$ cat src/rtl/unaligned_read_gather_pkg.sv
// unaligned_read_gather_pkg: shared bank geometry, FSM states and bank address array type
package unaligned_read_gather_pkg;
   localparam int NBANKS = 16;
   localparam int OFF_W = 4;
   localparam int BANK_ROW_W = 16;
   typedef enum logic [1:0] {IDLE, ISSUE, WAIT, RESP} state_t;
   typedef logic [NBANKS-1:0][BANK_ROW_W-1:0] bank_addr_t;
endpackage

$ cat src/rtl/unaligned_read_gather_byte_lane_rotator.sv
// byte_lane_rotator: combinational 16x8-bit right-rotate, out byte k = in byte (k+amt) mod 16
module byte_lane_rotator
   import unaligned_read_gather_pkg::*;
(
   input  logic [NBANKS*8-1:0] din,
   input  logic [OFF_W-1:0]    amt,
   output logic [NBANKS*8-1:0] dout
);
   for (genvar k = 0; k < NBANKS; k++) begin : g_lane
      assign dout[8*k +: 8] = din[{4'(k) + amt, 3'b000} +: 8];
   end
endmodule

$ cat src/rtl/unaligned_read_gather.sv
// unaligned_read_gather: turns one byte-addressed 128-bit read into per-bank row reads and a rotated response
module unaligned_read_gather
   import unaligned_read_gather_pkg::*;
#(
   parameter int ROW_W = 16,
   parameter int RAM_LAT = 1
) (
   input  logic                      clk,
   input  logic                      rst,
   input  logic                      req_valid,
   output logic                      req_ready,
   input  logic [ROW_W+3:0]          req_addr,
   output logic [NBANKS-1:0]         bank_re,
   output logic [NBANKS*ROW_W-1:0]   bank_addr,
   input  logic [NBANKS*8-1:0]       bank_q,
   output logic                      resp_valid,
   input  logic                      resp_ready,
   output logic [NBANKS*8-1:0]       resp_data
);
   state_t state;
   logic [OFF_W-1:0] off;
   logic [1:0] cnt;
   logic [NBANKS-1:0][ROW_W-1:0] addr_q, addr_d;
   logic [NBANKS*8-1:0] rot;
   // banks below the offset hold the bytes that spill into the next row
   for (genvar b = 0; b < NBANKS; b++) begin : g_addr
      assign addr_d[b] = (4'(b) < req_addr[3:0]) ? req_addr[ROW_W+3:4] + ROW_W'(1) : req_addr[ROW_W+3:4];
   end
   byte_lane_rotator u_rot (.din(bank_q), .amt(off), .dout(rot));
   assign req_ready = state == IDLE;
   assign resp_valid = state == RESP;
   assign bank_addr = addr_q;
   always_ff @(posedge clk) begin
      if (rst) begin
         state <= IDLE;
         off <= '0;
         cnt <= '0;
         addr_q <= '0;
         bank_re <= '0;
         resp_data <= '0;
      end else begin
         unique case (state)
            IDLE: if (req_valid) begin
               off <= req_addr[3:0];
               addr_q <= addr_d;
               bank_re <= '1;
               state <= ISSUE;
            end
            ISSUE: begin
               bank_re <= '0;
               cnt <= 2'(RAM_LAT - 1);
               state <= WAIT;
            end
            WAIT: if (cnt == 2'd0) begin
               resp_data <= rot;
               state <= RESP;
            end else cnt <= cnt - 1'b1;
            RESP: if (resp_ready) state <= IDLE;
         endcase
      end
   end
endmodule

$ cat config.mk
export PLATFORM = sky130hd
export DESIGN_NAME = unaligned_read_gather
export DESIGN_NICKNAME = d
export VERILOG_FILES = /design/src/rtl/unaligned_read_gather_pkg.sv /design/src/rtl/unaligned_read_gather_byte_lane_rotator.sv /design/src/rtl/unaligned_read_gather.sv
export SDC_FILE = /design/constraint.sdc
export NUM_CORES = 1
export LEC_CHECK = 0
export BUFFER_PORTS_ARGS = -buffer_cell sky130_fd_sc_hd__clkbuf_2
export CAP_MARGIN = 30
export CORE_MARGIN = 1
export CORE_UTILIZATION = 45
export DETAILED_ROUTE_END_ITERATION = 12
export GPL_TIMING_DRIVEN = 0
export PLACE_DENSITY = 0.69
export REMOVE_ABC_BUFFERS = 1
export SLEW_MARGIN = 5
export SYNTH_ARGS = -nofsm -noshare
export SYNTH_HDL_FRONTEND = slang
export SYNTH_SLANG_ARGS = --single-unit
$ cat constraint.sdc
create_clock -name clk -period 7.2 [get_ports clk]
set_input_delay 1.08 -clock clk [delete_from_list [all_inputs] [get_ports clk]]
set_output_delay 1.08 -clock clk [all_outputs]
set_load 0.005 [all_outputs]
* Word level (Yosys, flattened, before mapping)
Index checks and enable logic that the tools add are counted.
** Operators by class
- Add/sub/neg operators :: 17
- Multiply operators :: 0
- Div/mod/pow operators :: 0
- $lt $le $gt $ge :: 16
- Equality and inequality tests :: 7
- Shift operators :: 16
- Mux-type cells :: 24
- Bitwise logic cells :: 0
- Reduce and logical (&&, ||, !) cells :: 9
** Operator list (count)
- $shiftx 128x8->8 :: 16
- $mux 16 :: 17
- $add 4x4->4 const A :: 8
- $lt 4x4->1 const A :: 8
- $pmux 16 s2 :: 1
- $add 16x1->16 const B :: 1
- $add 3x4->4 const A :: 4
- $lt 3x4->1 const A :: 4
- $add 2x4->4 const A :: 2
- $lt 1x4->1 const A :: 2
- $lt 2x4->1 const A :: 2
- $mux 2 :: 4
- $pmux 2 s4 :: 1
- $reduce_and 2->1 :: 4
- $ne 2x2->1 const B :: 3
- $add 1x4->4 const A :: 1
- $eq 2x2->1 const B :: 2
- $logic_not 2->1 :: 2
- $pmux 2 s2 :: 1
- $reduce_bool 2->1 :: 2
- $reduce_and 3->1 :: 1
- $eq 2x1->1 const B :: 1
- $ne 2x1->1 const B :: 1
- $sub 2x1->2 const B :: 1
** Storage, ports and cells
- Register bits after elaboration :: 408
- Bits in latches :: 0
- Bits in writable memories :: 0
- Bits in read-only memories :: 0
- Input bits :: 152
- Logic and storage cells :: 110
- Memories kept :: 0

* Depth between registers and ports, before layout
- Depth after elaboration :: 3
- Mapped depth :: 13

* Cells and area by module
From an unflattened synthesis, not the netlist that was laid out.
** Second synthesis, totals
- Cell total of the unflattened synthesis :: 2516
- Area, all modules :: 23902.9 sq um
** By module, submodules not included
- unaligned_read_gather :: instances 1, cells each 2080, area an instance 16900.0 sq um, sequential area each 7867.5 sq um
- byte_lane_rotator :: instances 1, cells each 436, area an instance 7003.0 sq um, sequential area each 0.0 sq um

* Least setup slack after synthesis
Ideal clock, no wire load.
- Path kind :: register to register
- From :: register off[1]
- To :: register resp_data[123]
- Data arrival time :: 2.886 ns
- Required time :: 7.083 ns
- Slack :: 4.197 ns
- Cell stages (with the launch flop) :: 13
- Buffers on the path :: 6
- Period minus slack after synthesis :: 3.003 ns
- Cells stage by stage :: dfxtp_1 buf_2 buf_2 buf_2 inv_1 ha_1 buf_4 buf_4 clkbuf_1 mux4_2 mux2_2 nand3_1 nand2_1
** On the way
- Word-level cells in the longest chain between the ends :: 2
** Ends and longest elaborated chain
- start, declared :: RTL line unaligned_read_gather.sv:21 : logic [OFF_W-1:0] off;
- start signal, assigned :: RTL line unaligned_read_gather.sv:44 : off <= req_addr[3:0];
- $add 4x4->4 :: RTL line unaligned_read_gather_byte_lane_rotator.sv:10 : assign dout[8*k +: 8] = din[{4'(k) + amt, 3'b000} +: 8];
- $shiftx 128x8->8 :: RTL line unaligned_read_gather_byte_lane_rotator.sv:10
- end signal, assigned :: RTL line unaligned_read_gather.sv:55 : resp_data <= rot;
- end, declared :: RTL line unaligned_read_gather.sv:18 : output logic [NBANKS*8-1:0] resp_data
No other way between the ends.
A chain may end at the register's enable or synchronous reset.

* Worst setup path in the final report
- From :: input req_addr[4]
- To :: register addr_q (netlist bit bank_addr[188])
** On the way
- Word-level cells in the longest chain between the ends :: 2
** Ends and longest elaborated chain
- start, declared :: RTL line unaligned_read_gather.sv:12 : input logic [ROW_W+3:0] req_addr,
- $add 16x1->16 :: RTL line unaligned_read_gather.sv:27 : assign addr_d[b] = (4'(b) < req_addr[3:0]) ? req_addr[ROW_W+3:4] + ROW_W'(1) : req_addr[ROW_W+3:4];
- $mux 16 :: RTL line unaligned_read_gather.sv:27
- end signal, assigned :: RTL line unaligned_read_gather.sv:45 : addr_q <= addr_d;
- end, declared :: RTL line unaligned_read_gather.sv:23 : logic [NBANKS-1:0][ROW_W-1:0] addr_q, addr_d;
No other way between the ends.

==> flow_summary.toml <==
[synth]
yosys_warnings = 0
synth_cells = 2509
yosysUniqueCellTypes = 71
synth_ff_type = "dfxtp_1"
async_reset_ff_share_pct = 0
synth_top_area_share_pct = 33.4
synth_area_leaders = "dfxtp_1 33%, mux4_2 15%, mux2_2 5.4%, nand2_1 4.5%, xnor2_1 4.2%"
synth_xor_area_share_pct = 5.43
yosysTopAreaCell = "dfxtp_1"
ys_seq_area_share_pct = 33.4
synth_compound_area_share_pct = 16.0
synth-simple-area-share_pct = 16.1
synth.most_common_cell = "dfxtp_1"
synth_area_mm2 = 0.0236
synth_seq_cells = 393
synth_top_family_by_area = "multiplexers"
synthAdderAreaFrac_pct = 0.690
avgSynthCellArea_um2 = 9.39
yosys-mux-area-fraction_pct = 22.2
synth-edff-count = 0
synth_common_cells = "393 x dfxtp_1, 281 x nand2_1, 231 x nor2_1"

[final_layout]
fin_nets = 3017
nFillCells = 4570
drive_gt1_share_pct = 34.6
area_growth_pct = 20.6
regArea_mm2 = 0.00788
multi_input_area_mm2 = 0.0144
final_util_pct = 55.2
antenna_cells = 0

[routing]
via_count = 22700
drc = 0
wire_per_inst_um = 24.5
viasPerCell = 6.37
wl_um = 87400
drtPass1Iterations = 6
ant_nets = 0
drt_iter0_markers = 1983

[sta]
setup_viol = 0
rsz0062_at_grt = "false"
worst_slack_ns = 3.06
tightestPinTransition_ns = 1.05
clock_skew_ns = 0.0409
final-hold-violation-count = 0
slew-limit-headroom_pct = 29.5
fin_tns_setup_ns = 0
maxSlewViolCount = 0
period_needed_ns = 4.14
hold_slack_ns = 0.436
finalCritPeriodShare_pct = 57.6
fmax_mhz = 241

[hold_path]
min_from = "resp_data[23]"
hp-class = "flop to flop"
hold_end = "resp_data[23]"
holdPathStages = 2

[floorplan]
initial_core_util_pct = 45.8
design.die.area_mm2 = 0.0533
fp.dieH_um = 231
coreArea_mm2 = 0.0515
chipWidth_um = 231
ioPinCount = 554
rows = 83

[critical_path]
critPathBufInv = 1
critical-path-top-delay-family = "simple AND/OR/NAND/NOR gates"
worstReg2RegStart = "off[1]"
worst_r2r_endpoint = "resp_data[56]"
path_cells = "clkbuf_2 -> ha_1 -> and2_1 -> nand4_1 -> or3_1 -> a311oi_1"
worstPathRequired_ns = 7.70
r2r_slack_ns = 3.43
crit_arrival_ns = 4.64
start_kind = "primary input"
cpMaxStageDelayCell = "nand4_1"
crit_type = "primary input to flop"
cpPeakStageDelay_ns = 0.85
cp-end-kind = "flop"
cp_max_fo = 29
reg2reg_depth = 7

[cts]
cts_setup_buffers = 0
root_buffer = "clkbuf_16"
cts_tree = "built"
cts_sinks = 393
hold_buffers = 0
clock_latency_ns = 0.60
clockBufferDepth = 3
clkSlewWorstSetupHoldPaths_ns = 0.06
numCtsBuffers = 46
ctsResizeCount = 0
htreeDepth = 2

[pwr]
p_leak_nw = 11.1
irDropWorstVdd_uv = 229
power_density_mw_per_mm2 = 336

[placement]
dp_worst_setup_slack_ns = 2.42
port_buffers = 553
dpl.hpwl_um = 61400
place_congestion = 0.902

[global_routing]
groute.usage.overall_pct = 31.6
antenna_found_initial = 0
grt_pass1_vias = 21400
grt_overflow_total = 0
grt_pass1_wl_um = 131000
grt_max_degree = 135

[outcome]
run_status = "finished, final reports clean"

[flow_run]
maxCapViolations = 0
==> through the flow <==
| step | cells | total power [W] | area, um^2 |
|---|---|---|---|
| 2_1_floorplan | 2202 | 0.00563 | 22200 |
| 6_report | 3569 | 0.00955 | 28400 |
| 5_1_grt | 3569 | 0.0100 | 28400 |
| 4_1_cts | 3568 | 0.00952 | 28400 |
| 3_5_place_dp | 3483 | 0.00706 | 26800 |
| 3_3_place_gp | 3435 | 0.00642 | 25800 |
==> layer usage <==
metal  vias to the layer above  part of all wire [%]  wire, um  global-route usage, %
met5                         -                     0         0                      0
met4                         0                   4.7      4100                   13.5
met3                       234                    11      9940                   10.6
met2                      1260                    47     41100                   52.3
met1                     11100                    37     32300                   37.1
li1                      10100                     -         -                      -
==> report_power, final <==
part | internal, W | leakage [nW] | switching, W
clock network | 0.00145 | 0.776 | 0.00100
logic | 0.00172 | 7.09 | 0.00223
registers | 0.00275 | 3.23 | 0.000402
total | 0.00592 | 11.1 | 0.00363
==> worst reg2reg max path: cells and delay by family (launching register included) <==
family	cells	cell delay [ns]
multiplexers	2	0.95
adder cells (fa/ha/maj)	1	0.93
flip-flops	1	0.89
buffers and inverters	2	0.59
AO/OA/AOI/OAI	1	0.22
AND/OR/NAND/NOR	1	0.07
==> cell families (layout without fill, tap and decap cells) <==
family / count (synthesis) / after routing
and+or+nand+nor: 815 / 815
AOI/OAI and AO/OA: 510 / 510
DFF: 393 / 393
buffers and inverters: 323 / 703
adders and majority gates: 13 / 13
xor gates and xnor gates: 146 / 146
muxes: 309 / 309
==> cells in the final DEF, fill, tap and decap left out, types with 16 or more instances in the layout <==
master / n
mux2i_1: 37
nor2_1: 226
a22o_1: 16
a21oi_1: 52
mux2_2: 112
or3_1: 50
nand2_1: 280
a311oi_1: 72
nor4_1: 48
buf_8: 18
xnor2_1: 107
mux4_2: 160
a211oi_1: 126
clkbuf_16: 47
nand3_1: 72
a22oi_1: 67
clkbuf_2: 552
xor2_1: 30
a32oi_1: 48
o21ai_0: 57
nor3_1: 42
nand4_1: 37
dfxtp_1: 389
==> registers in the layout, indices dropped and copies added, names as in the netlist <==
name and flops:
bank_addr 256, state 2, resp_data 128, cnt 2, off 4, bank_re 1
==> final cells by class <==
| class | count | share of cell area, % |
|---|---|---|
| inverters | 16 | 0.211 |
| flip-flops and latches | 393 | 27.7 |
| clock inverters | 16 | 0.784 |
| repair buffers | 602 | 12.7 |
| multi-input cells | 1793 | 50.8 |
| clock buffers | 69 | 4.78 |
| well taps | 680 | 2.99 |
==> worst max-delay path by stage <==
| stage | cells past startpoint | from | end | slack, ns |
|---|---|---|---|---|
| global route | 6 | req_addr[4] | bank_addr[28] | 2.80 |
| global placement | 4 | req_valid | bank_addr[137] | -14.09 |
| detailed placement | 6 | req_addr[4] | bank_addr[12] | 2.42 |
| CTS | 6 | req_addr[4] | bank_addr[124] | 3.05 |
| finish | 6 | req_addr[4] | bank_addr[188] | 3.06 |
| floorplan | 4 | req_valid | bank_addr[141] | -7.76 |
Power figures use the tool's default switching activity.
